--- src/rtl/vga_timing_gen.sv ---
// VGA raster generator: H/V counters, syncs, blanking, early pixel requests
// to the frame source and registered RGB for the DAC.
module vga_timing_gen #(
  parameter int H_SYNC   = 96,
  parameter int H_BACK   = 48,
  parameter int H_ACT    = 640,
  parameter int H_FRONT  = 16,
  parameter int V_SYNC   = 2,
  parameter int V_BACK   = 33,
  parameter int V_ACT    = 480,
  parameter int V_FRONT  = 10,
  parameter int REQ_LEAD = 2
) (
  input  logic        CLK,
  input  logic        RST_N,
  input  logic        ENABLE,
  input  logic [7:0]  R_IN,
  input  logic [7:0]  G_IN,
  input  logic [7:0]  B_IN,
  output logic        DATA_REQ,
  output logic [9:0]  X_ADDR,
  output logic [9:0]  Y_ADDR,
  output logic [12:0] VGA_H_CNT,
  output logic [12:0] VGA_V_CNT,
  output logic        VGA_HS,
  output logic        VGA_VS,
  output logic        VGA_BLANK,
  output logic [7:0]  R_OUT,
  output logic [7:0]  G_OUT,
  output logic [7:0]  B_OUT,
  output logic        FRAME_DONE
);

  localparam int H_TOTAL = H_SYNC + H_BACK + H_ACT + H_FRONT;
  localparam int V_TOTAL = V_SYNC + V_BACK + V_ACT + V_FRONT;

  localparam logic [12:0] H_LAST_C  = 13'(H_TOTAL - 1);
  localparam logic [12:0] V_LAST_C  = 13'(V_TOTAL - 1);
  localparam logic [12:0] H_SYNC_C  = 13'(H_SYNC);
  localparam logic [12:0] V_SYNC_C  = 13'(V_SYNC);
  localparam logic [12:0] X_START_C = 13'(H_SYNC + H_BACK);
  localparam logic [12:0] X_END_C   = 13'(H_SYNC + H_BACK + H_ACT);
  localparam logic [12:0] Y_START_C = 13'(V_SYNC + V_BACK);
  localparam logic [12:0] Y_END_C   = 13'(V_SYNC + V_BACK + V_ACT);
  localparam logic [12:0] LEAD_C    = 13'(REQ_LEAD);

  logic [12:0] h_cnt_q, h_cnt_d;
  logic [12:0] v_cnt_q, v_cnt_d;
  logic        hs_q, hs_d;
  logic        vs_q, vs_d;
  logic        blank_q, blank_d;
  logic        req_q, req_d;
  logic [9:0]  x_addr_q, x_addr_d;
  logic [9:0]  y_addr_q, y_addr_d;
  logic [7:0]  r_q, r_d, g_q, g_d, b_q, b_d;
  logic        frame_done_q, frame_done_d;

  logic        h_wrap, v_wrap;
  logic [12:0] h_lead;
  logic        h_act_nxt, v_act_nxt, req_h_nxt;

  assign h_wrap = (h_cnt_q == H_LAST_C);
  assign v_wrap = (v_cnt_q == V_LAST_C);

  // Counters sit at (0,0) while idle, so the first running clock shows (1,0).
  assign h_cnt_d = !ENABLE ? '0 : (h_wrap ? '0 : h_cnt_q + 13'd1);
  assign v_cnt_d = !ENABLE ? '0 :
                   (h_wrap ? (v_wrap ? '0 : v_cnt_q + 13'd1) : v_cnt_q);

  // Every output is decoded from the next counter value so it lines up with
  // the counters displayed in the same cycle.
  assign h_lead    = h_cnt_d + LEAD_C;
  assign h_act_nxt = (h_cnt_d >= X_START_C) && (h_cnt_d < X_END_C);
  assign v_act_nxt = (v_cnt_d >= Y_START_C) && (v_cnt_d < Y_END_C);
  assign req_h_nxt = (h_lead >= X_START_C) && (h_lead < X_END_C);

  always_comb begin
    hs_d         = 1'b1;
    vs_d         = 1'b1;
    blank_d      = 1'b0;
    req_d        = 1'b0;
    x_addr_d     = '0;
    y_addr_d     = '0;
    r_d          = '0;
    g_d          = '0;
    b_d          = '0;
    frame_done_d = 1'b0;
    if (ENABLE) begin
      hs_d         = !(h_cnt_d < H_SYNC_C);
      vs_d         = !(v_cnt_d < V_SYNC_C);
      blank_d      = h_act_nxt && v_act_nxt;
      req_d        = req_h_nxt && v_act_nxt;
      x_addr_d     = x_addr_q;
      y_addr_d     = y_addr_q;
      if (req_d) begin
        x_addr_d = 10'(h_lead - X_START_C);
        y_addr_d = 10'(v_cnt_d - Y_START_C);
      end
      if (blank_d) begin
        r_d = R_IN;
        g_d = G_IN;
        b_d = B_IN;
      end
      frame_done_d = h_wrap && v_wrap;
    end
  end

  always_ff @(posedge CLK or negedge RST_N) begin
    if (!RST_N) begin
      h_cnt_q      <= '0;
      v_cnt_q      <= '0;
      hs_q         <= 1'b1;
      vs_q         <= 1'b1;
      blank_q      <= 1'b0;
      req_q        <= 1'b0;
      x_addr_q     <= '0;
      y_addr_q     <= '0;
      r_q          <= '0;
      g_q          <= '0;
      b_q          <= '0;
      frame_done_q <= 1'b0;
    end else begin
      h_cnt_q      <= h_cnt_d;
      v_cnt_q      <= v_cnt_d;
      hs_q         <= hs_d;
      vs_q         <= vs_d;
      blank_q      <= blank_d;
      req_q        <= req_d;
      x_addr_q     <= x_addr_d;
      y_addr_q     <= y_addr_d;
      r_q          <= r_d;
      g_q          <= g_d;
      b_q          <= b_d;
      frame_done_q <= frame_done_d;
    end
  end

  assign VGA_H_CNT  = h_cnt_q;
  assign VGA_V_CNT  = v_cnt_q;
  assign VGA_HS     = hs_q;
  assign VGA_VS     = vs_q;
  assign VGA_BLANK  = blank_q;
  assign DATA_REQ   = req_q;
  assign X_ADDR     = x_addr_q;
  assign Y_ADDR     = y_addr_q;
  assign R_OUT      = r_q;
  assign G_OUT      = g_q;
  assign B_OUT      = b_q;
  assign FRAME_DONE = frame_done_q;

endmodule
--- config.mk ---
export PLATFORM = sky130hd
export DESIGN_NAME = vga_timing_gen
export DESIGN_NICKNAME = d
export VERILOG_FILES = /design/src/rtl/vga_timing_gen.sv
export SDC_FILE = /design/constraint.sdc
export NUM_CORES = 1
export LEC_CHECK = 0
export ABC_AREA = 1
export BUFFER_PORTS_ARGS = -buffer_cell sky130_fd_sc_hd__buf_2
export CAP_MARGIN = 20
export CELL_PAD_IN_SITES_DETAIL_PLACEMENT = 1
export CELL_PAD_IN_SITES_GLOBAL_PLACEMENT = 2
export CORE_MARGIN = 2
export CORE_UTILIZATION = 32
export CTS_CLUSTER_DIAMETER = 60
export DETAILED_ROUTE_END_ITERATION = 8
export PLACE_DENSITY_LB_ADDON = 0.1
export SLEW_MARGIN = 0
export SYNTH_ARGS = -nofsm -noshare
export SYNTH_HDL_FRONTEND = slang
export SYNTH_SLANG_ARGS = --single-unit
--- constraint.sdc ---
create_clock -name CLK -period 8.05 [get_ports CLK]
set_clock_uncertainty 0.15 [all_clocks]
set_input_delay 0.805 -clock CLK [delete_from_list [all_inputs] [get_ports CLK]]
set_output_delay 0.805 -clock CLK [all_outputs]
set_load 0.01 [all_outputs]
==> results of run 1 <==
-- worst max-delay path: stages --
cell and delay [ns]:
buf_2 0.66, inv_2 0.29, nor2_1 0.26, ha_1 0.23
nand4_1 0.19, nor2_4 0.23, nand2_1 0.08, nand2_1 0.06
nand2_1 0.07, inv_1 0.07, nand2_1 0.09, nand2_1 0.09
nand2_1 0.06, nor2_2 0.57, nand2_2 0.44, nand3_1 0.20
nand2_1 0.07
-- cells in the final DEF, fill, tap and decap left out --
cell	n
nand2_1	166
buf_2	100
inv_1	85
nand3_1	82
dfrtp_1	73
nor2_1	61
nor2_2	22
nand4_1	14
xor2_1	13
nor3_1	12
o21ai_0	10
nand3b_1	9
clkbuf_16	9
nor2_4	7
ha_1	7
nand3_2	6
inv_2	5
dfstp_2	2
nand2_2	2
o211ai_1	2
clkinv_4	2
inv_6	2
xnor2_1	1
o21ai_1	1
clkinv_1	1
a21oi_1	1
nand3_4	1
o21bai_1	1
nor4_1	1
bufinv_16	1
inv_8	1
clkinvlp_4	1
buf_4	1
-- through the flow --
stage / worst slack [ns] / total power, mW / hold WS [ns]
6_report: 3.61 / 0.828 / 0.350
5_1_grt: 3.12 / 0.859 / 0.380
3_3_place_gp: 3.52 / 0.419 / 0.335
3_5_place_dp: 3.23 / 0.420 / 0.335
4_1_cts: 3.57 / 0.841 / 0.360
2_1_floorplan: 5.16 / 0.400 / 0.359
-- state kept, by name (all words and copies together), names as in the netlist --
register,count
B_OUT,8
DATA_REQ,1
FRAME_DONE,1
G_OUT,8
R_OUT,8
VGA_BLANK,1
VGA_HS,1
VGA_H_CNT,13
VGA_VS,1
VGA_V_CNT,13
X_ADDR,10
Y_ADDR,10
-- final cells by class --
| cell class | count | area (µm²) | area share |
|---|---|---|---|
| clock buffers | 9 | 225 | 0.0422 |
| repair buffers | 101 | 508 | 0.0951 |
| multi-input cells | 419 | 2080 | 0.390 |
| clock inverters | 7 | 83.8 | 0.0157 |
| well taps | 176 | 220 | 0.0412 |
| inverters | 91 | 342 | 0.0639 |
| flip-flops and latches | 75 | 1880 | 0.352 |
-- synth_stat cells (all sizes together) --
| library cell | number |
|---|---|
| a21oi | 1 |
| buf | 15 |
| clkbuf | 1 |
| clkinv | 1 |
| dfrtp | 73 |
| dfstp | 2 |
| ha | 7 |
| inv | 90 |
| nand2 | 168 |
| nand3 | 89 |
| nand3b | 9 |
| nand4 | 14 |
| nor2 | 90 |
| nor3 | 12 |
| nor4 | 1 |
| o211ai | 2 |
| o21ai | 11 |
| o21bai | 1 |
| xnor2 | 1 |
| xor2 | 13 |
-- routing by layer --
| metal | GRT usage | share of wire | vias up |
|---|---|---|---|
| met1 | 0.263 | 0.49 | 1965 |
| met4 | 0.0438 | 0.010 | 0 |
| li1 | - | - | 2069 |
| met3 | 0.0437 | 0.059 | 8 |
| met5 | 0 | 0 | - |
| met2 | 0.289 | 0.44 | 100 |
-- worst paths after layout --
kind,startpoint,end
min in group asynchronous,RST_N,VGA_H_CNT[11]
max in group asynchronous,RST_N,B_OUT[6]
worst min register to register,Y_ADDR[8],Y_ADDR[8]
worst max register to register,VGA_H_CNT[1],X_ADDR[5]
worst min-delay path,Y_ADDR[8],Y_ADDR[8]
worst max-delay path,ENABLE,X_ADDR[5]
-- where the power goes --
group / switching (mW) / internal (mW)
Combinational: 0.0220 / 0.00908
Clock: 0.171 / 0.245
Sequential: 0.00197 / 0.379
Total: 0.195 / 0.634
-- kinds of logic (layout without fill, tap and decap cells) --
kind of cell	Yosys count	after routing	synth area share
adder cells (fa/ha/maj)	7	7	0.0198
AO/OA/AOI/OAI	15	15	0.0187
flip-flops	75	75	0.426
AND/OR/NAND/NOR	383	383	0.405
buffers and inverters	107	208	0.103
XOR/XNOR	14	14	0.0278
==> impl_metrics.toml, run 1 <==
[global_route]
antenna_found_initial = 0
grt_pass1_vias = 4275
grt_max_degree = 76
grt_pass1_wl_mm = 21.7
track_usage = 0.186
grt-ovfl-total = 0

[synthesis]
synth_area_leaders = "dfrtp_1 (41%), nand2_1 (14%), nand3_1 (9.3%)"
syn_inst = 601
synth_area_um2 = 4420
netlist.area_leader.share = 0.414
synth_area_per_cell_um2 = 7.35
yosysWarnings = 0
ys_seq_elements = 75
ys_types = 30
synth.net_count = 635
synth_area_leader_cell = "dfrtp_1"
seq_area_frac_synth = 0.426

[worst_setup_path]
cp-start-kind = "input pin"
worstPathArrival_ns = 4.51
worstSetupPathType = "in2reg"
crit_fanout = 40
worstPathRequired_ns = 8.12
r2r_cells = 19
end_kind = "flip-flop"
reg2reg_setup_slack_ns = 3.91

[drt]
routedWlPerCell_um = 15.0
drt_iter0_drc = 182
drt-pass1-iter-count = 4
drc = 0
drt-vias-per-instance = 4.72
totalWireLength_mm = 13.2
num_vias = 4142
ant_nets = 0

[cells_and_area]
layout.cells.non_filler = 878
drive_gt1_frac = 0.231
fin_nets = 731
final_core_utilization = 0.400
fillCellCount = 1761
design_area_um2 = 5340
n_antenna_cell = 0
area_growth_pct = 21.0

[cts]
cts_buffers = 9
cts_htree_levels = 3
clockBufferDepth = 2
cts_tree = "built"
cts_sinks = 75
worstSkewPairLatency_ns = 0.33
cts_hold_buffers = 0
clk_pin_slew_ns = 0.06
cts_resized = 0
root_buffer = "clkbuf_16"
post_cts_buffers = 0

[power]
p_leak_nw = 3.11
peakVddDrop_v = 0.000102
power_density_nw_per_um2 = 155

[floorplan]
die_y_um = 121
io_pins = 102
die_x_um = 121
die_area_um2 = 14800
rows = 42
initial_core_util = 0.331
core_um2 = 13300

[timing]
tightest_slew_ns = 0.969
finalSetupViolCount = 0
slew_headroom = 0.354
slew_violations = 0
rsz0062_at_grt = "no"
max_clock_freq_ghz = 0.225
timing.final.crit_period_ns = 4.44
report.final.hold_viol_count = 0
setup_tns_ns = 0
period_share = 0.552

[min_path]
whs_path_depth = 2
hp-class = "reg2reg"

[place]
dpl_cell_area_um2 = 5030
dp.cells = 862
dp_hpwl_mm = 10.0
place.gp.congestion = 0.813
io_buffers = 101

[outcome]
outcome = "finished clean"

[job]
maxCapViolCount = 0
(Power assumes the default switching activity.)
==> run 2, diff against run 1 <==
--- a/config.mk
+++ b/config.mk
@@ -11,7 +11,7 @@
 export CELL_PAD_IN_SITES_DETAIL_PLACEMENT = 1
 export CELL_PAD_IN_SITES_GLOBAL_PLACEMENT = 2
 export CORE_MARGIN = 2
-export CORE_UTILIZATION = 32
+export CORE_UTILIZATION = 27
 export CTS_CLUSTER_DIAMETER = 60
 export DETAILED_ROUTE_END_ITERATION = 8
 export PLACE_DENSITY_LB_ADDON = 0.1
==> constraint.sdc (replaced) <==
create_clock -name CLK -period 3.7 [get_ports CLK]
set_clock_uncertainty 0.15 [all_clocks]
set_input_delay 0.37 -clock CLK [delete_from_list [all_inputs] [get_ports CLK]]
set_output_delay 0.37 -clock CLK [all_outputs]
set_load 0.01 [all_outputs]
==> run 2 against run 1 <==
  * Power rose by 120%
  * Combinational power rose to 2.6 times the previous value
  * Hold slack worse by 0.26 ns
  * Sequential share of layout area down 1.2 points
  * Register-to-register slack lost 3.6 ns
==> impl_metrics.toml, run 2 (same netlist as run 1, synthesis figures left out) <==
[drt]
drc = 0
drt_iter0_drc = 197
drt-pass1-iter-count = 5
drt-vias-per-instance = 4.48
totalWireLength_mm = 14.2
ant_nets = 0
routedWlPerCell_um = 15.3
num_vias = 4170

[outcome]
outcome = "finished clean"

[place]
place.gp.congestion = 0.840
io_buffers = 101
dp_slack_ns = -0.0274
dpl_cell_area_um2 = 5130
dp_hpwl_mm = 10.9

[global_route]
antenna_found_initial = 0
track_usage = 0.168
grt_max_degree = 76
grt-ovfl-total = 0
grt_pass1_vias = 4390
grt_pass1_wl_mm = 23.4

[timing]
max_clock_freq_ghz = 0.293
rsz0062_at_grt = "no"
tightest_slew_ns = 0.472
report.final.hold_viol_count = 0
slew_headroom = 0.684
slew_violations = 0
period_share = 0.922
timing.final.crit_period_ns = 3.41
finalSetupViolCount = 0
finalWorstSetupSlack_ns = 0.288

[worst_setup_path]
worstPathCellList = "nand2_1 > nor2_1 > nand3_4 > nand2_1 > nor2_4 > ha_1 > nand4_1 > nor2_4 > buf_4 > nand3b_1 > nand2_1 > nand2_1 > nor2_1 > nand2_1 > nand2_1 > nor2_4 > buf_6 > nand3_1 > nand2_1"
worst-path-buf-inv = 2
critPathMostFrequentCell = "nand2_1"
worstPathArrival_ns = 3.54
cpPeakStageDelay_ns = 0.46
worstSetupPathType = "reg2reg"
cp_slowest_cell = "dfrtp_1"
cp-start-kind = "flip-flop"
worstPathRequired_ns = 3.82
path_delay_family = "simple AND/OR/NAND/NOR gates"
crit_fanout = 20
end_kind = "flip-flop"

[power]
p_switching_mw = 0.404
p_seq_frac = 0.462
clkPwrFrac = 0.494
power.internal_mw = 1.39
fin_total_pwr_mw = 1.80
power_frac_comb = 0.045
peakVddDrop_v = 0.000239
switching_share = 0.225
p_leak_nw = 3.19
power_density_nw_per_um2 = 325

[cells_and_area]
n_antenna_cell = 0
area_growth_pct = 25.2
layout_common_cells = "nand2_1 (166), buf_2 (100), inv_1 (85)"
final_core_utilization = 0.347
fin_nets = 744
design_area_um2 = 5530
drive_gt1_frac = 0.243
layout_commonest_cell = "nand2_1"

[floorplan]
die_area_um2 = 17400
core_um2 = 15900
initial_core_util = 0.277
die_y_um = 132
die_x_um = 132
io_pins = 102
rows = 46

[cts]
cts_sinks = 75
cts_buffers = 9
worstSkewPairLatency_ns = 0.34
clk_pin_slew_ns = 0.06
root_buffer = "clkbuf_16"
cts_tree = "built"
cts_htree_levels = 3
clockBufferDepth = 2

[job]
maxCapViolCount = 0

[min_path]
hp-class = "in2reg"
==> run 2: cell types whose count changed in the layout (fill, tap and decap cells not counted), moves of 2 or more <==
cell / previous run / this run
buf_4: 1 / 10
clkbuf_1: 0 / 2
clkinv_4: 2 / 0
inv_6: 2 / 0
nor2_1: 61 / 59
nor2_4: 7 / 9
==> run 2: power groups by stage <==
stage               logic, mW  registers (mW)  clock network [mW]
finish                 0.0801           0.829               0.886
global route           0.0903           0.829               0.951
CTS                    0.0757           0.829               0.921
detailed placement     0.0748           0.844                   0
global placement       0.0744           0.843                   0
floorplan              0.0260           0.845                   0
==> run 2: metal layers <==
layer  GRT usage  up-vias  part of all wire
li1            -     2098                 -
met1       0.234     1981              0.50
met2       0.247       82              0.43
met3      0.0496        9             0.059
met4      0.0598        0             0.012
met5           0        -                 0
==> run 2: path summary, 6_finish.rpt <==
path                       cells past startpoint  slack [ns]        end    startpoint
min in group asynchronous                      2        0.29   B_OUT[7]         RST_N
max                                           19        0.29  X_ADDR[9]  VGA_H_CNT[8]
min reg2reg                                    2        0.35  X_ADDR[2]     X_ADDR[2]
max in group asynchronous                      3        2.49     VGA_VS         RST_N
max reg2reg                                   19        0.29  X_ADDR[9]  VGA_H_CNT[8]
min                                            3        0.09   G_OUT[7]       G_IN[7]
==> run 2: cell type report <==
cell class | count | area, µm²
flip-flops and latches | 75 | 1880
clock inverters | 4 | 50.0
multi-input cells | 420 | 2120
inverters | 91 | 342
repair buffers | 113 | 624
clock buffers | 12 | 246
well taps | 216 | 270
fillers | 2013 | 10400
==> run 2: worst min-delay path, cell delays in order <==
cell	delay [ns]
buf_2	0.09
inv_1	0.04
nor2_1	0.03
==> run 2: what timing repair did <==
action | in CTS | in global routing
gates resized for setup | 2 | 5
endpoints found under the setup margin | 20 | 22
gates cloned | 0 | 1
endpoints found under the hold margin | 0 | 14
buffers inserted | 0 | 4
pin swaps | 0 | 3
hold buffers | 0 | 1
==> run 2: metrics by stage <==
stage               hold WS, ns  instances  TNS, ns
floorplan               -0.0756        601        0
global placement          0.333        908        0
detailed placement        0.338        908   -0.233
CTS                      0.0715        924        0
global route             0.0888        931        0
finish                   0.0879        931        0
==> run 3, diff against run 2 <==
--- a/config.mk
+++ b/config.mk
@@ -14,7 +14,7 @@
 export CORE_UTILIZATION = 27
 export CTS_CLUSTER_DIAMETER = 60
 export DETAILED_ROUTE_END_ITERATION = 8
-export PLACE_DENSITY_LB_ADDON = 0.1
+export PLACE_DENSITY = 0.76
 export SLEW_MARGIN = 0
 export SYNTH_ARGS = -nofsm -noshare
 export SYNTH_HDL_FRONTEND = slang
==> run 3 against run 2 <==
  * Setup slack gained 0.040 ns
  * Hold slack got worse by 0.063 ns
  * Flip-flop and latch count unchanged
  * Routed wire length decreased by 1.4%
  * Sequential power about the same
  * Via count rose by 0.74%
  * Cell area decreased by 1.1%
  * Register-to-register slack improved by 0.04 ns
  * Clock power down 8.2%
  * Die area unchanged
  * Non-clock buffer count down 2
  * Critical endpoint is now X_ADDR[8]
  * Largest power group is now sequential cells
==> impl_metrics.toml, run 3 (same netlist as run 1, synthesis figures left out) <==
[outcome]
outcome = "finished clean"

[cells_and_area]
final-seq-area_um2 = 1880
layout_common_cells = "nand2_1 (166), buf_2 (100), inv_1 (85)"
layout.cells.non_filler = 929
fillCellCount = 2059
layout_commonest_cell = "nand2_1"
area_growth_pct = 23.9
drive_gt1_frac = 0.243
multi_input_area_um2 = 2120
fin_nets = 742
n_antenna_cell = 0

[timing]
max_clock_freq_ghz = 0.297
slew_headroom = 0.353
timing.final.crit_period_ns = 3.37
setup_tns_ns = 0
period_share = 0.911
tightest_slew_ns = 0.970
finalSetupViolCount = 0
report.final.hold_viol_count = 0
slew_violations = 0

[worst_setup_path]
path_delay_family = "simple AND/OR/NAND/NOR gates"
r2r_cells = 19
end_kind = "flip-flop"
reg2reg_setup_slack_ns = 0.33
worstPathCellList = "inv_1 > nand2_1 > nor2_1 > nand3_4 > nand2_1 > nor2_4 > ha_1 > nand4_1 > nor2_4 > nand2_1 > nand2_1 > nor2_1 > nand3_1 > nand2_1 > nand2_1 > nor2_4 > buf_6 > nand3b_1 > nand2_1"
worstReg2RegStart = "VGA_H_CNT[5]"
worstPathRequired_ns = 3.83
worstSetupPathType = "reg2reg"
crit_fanout = 20
cpPeakStageDelay_ns = 0.51
critPathMostFrequentCell = "nand2_1"
worstPathArrival_ns = 3.50
r2r-end = "X_ADDR[8]"
cp_slowest_cell = "dfrtp_1"
cp-start-kind = "flip-flop"
worst-path-buf-inv = 2

[floorplan]
rows = 46
die_x_um = 132
die_y_um = 132
io_pins = 102
initial_core_util = 0.277
die_area_um2 = 17400
core_um2 = 15900

[place]
io_buffers = 101
dp_hpwl_mm = 10.8
dp.cells = 910
place.gp.congestion = 0.826

[cts]
cts_tree = "built"
root_buffer = "clkbuf_16"
cts_buffers = 9
cts_htree_levels = 3
worstSkewPairLatency_ns = 0.35
clockBufferDepth = 2
clk_pin_slew_ns = 0.07
cts_sinks = 75

[power]
p_leak_nw = 3.18
peakVddDrop_v = 0.000199
power_density_nw_per_um2 = 314

[drt]
num_vias = 4201
routedWlPerCell_um = 15.1
drc = 0
drt-vias-per-instance = 4.52
totalWireLength_mm = 14.0
drt-pass1-iter-count = 4
drt_iter0_drc = 185
ant_nets = 0

[global_route]
grt_pass1_vias = 4408
grt-ovfl-total = 0
grt_max_degree = 76
track_usage = 0.166
grt_pass1_wl_mm = 23.1
antenna_found_initial = 0

[job]
maxCapViolCount = 0

[min_path]
hp-class = "in2async"
## run 3: worst max path at each step
stage	startpoint	to	depth (start not counted)
3_3_place_gp	VGA_H_CNT[0]	Y_ADDR[4]	20
2_1_floorplan	VGA_H_CNT[0]	X_ADDR[3]	21
6_report	VGA_H_CNT[5]	X_ADDR[8]	19
5_1_grt	VGA_H_CNT[0]	Y_ADDR[8]	20
4_1_cts	VGA_H_CNT[0]	X_ADDR[2]	20
3_5_place_dp	VGA_H_CNT[0]	Y_ADDR[8]	20
## run 3: layout make-up
type | count | area share
clock buffers | 10 | 0.0419
multi-input cells | 420 | 0.388
clock inverters | 6 | 0.00778
flip-flops and latches | 75 | 0.344
well taps | 216 | 0.0494
repair buffers | 111 | 0.107
inverters | 91 | 0.0625
## run 3: metrics by stage
| stage | power (mW) | area [µm²] | utilization | worst slack [ns] | hold WS (ns) |
|---|---|---|---|---|---|
| final | 1.72 | 5470 | 0.343 | 0.329 | 0.0247 |
| after detailed placement | 0.918 | 5140 | 0.323 | 0.0314 | 0.343 |
| after CTS | 1.75 | 5410 | 0.340 | 0.00378 | 0.0755 |
| after global placement | 0.917 | 5140 | 0.323 | 0.184 | 0.336 |
| after floorplan | 0.871 | 4420 | - | 0.808 | -0.0756 |
| after global routing | 1.79 | 5470 | 0.343 | -0.00649 | 0.0804 |
## run 3: layer usage
metal	vias up	global-route usage	wire length [µm]
met5	-	0	0
met4	0	0.0628	242
met3	13	0.0458	819
met2	88	0.260	6330
met1	2005	0.217	6630
li1	2095	-	-
## run 3: report_power, final
part	internal (mW)	total [mW]	switching [mW]
combinational	0.0221	0.0745	0.0524
clock	0.454	0.813	0.359
sequential	0.825	0.828	0.00358
total	1.30	1.72	0.415
## run 3: timing repair
item                       CTS  global route
setup endpoints to repair    0            21
resized for setup            0             8
hold buffers                 0             0
buffers inserted             0             2
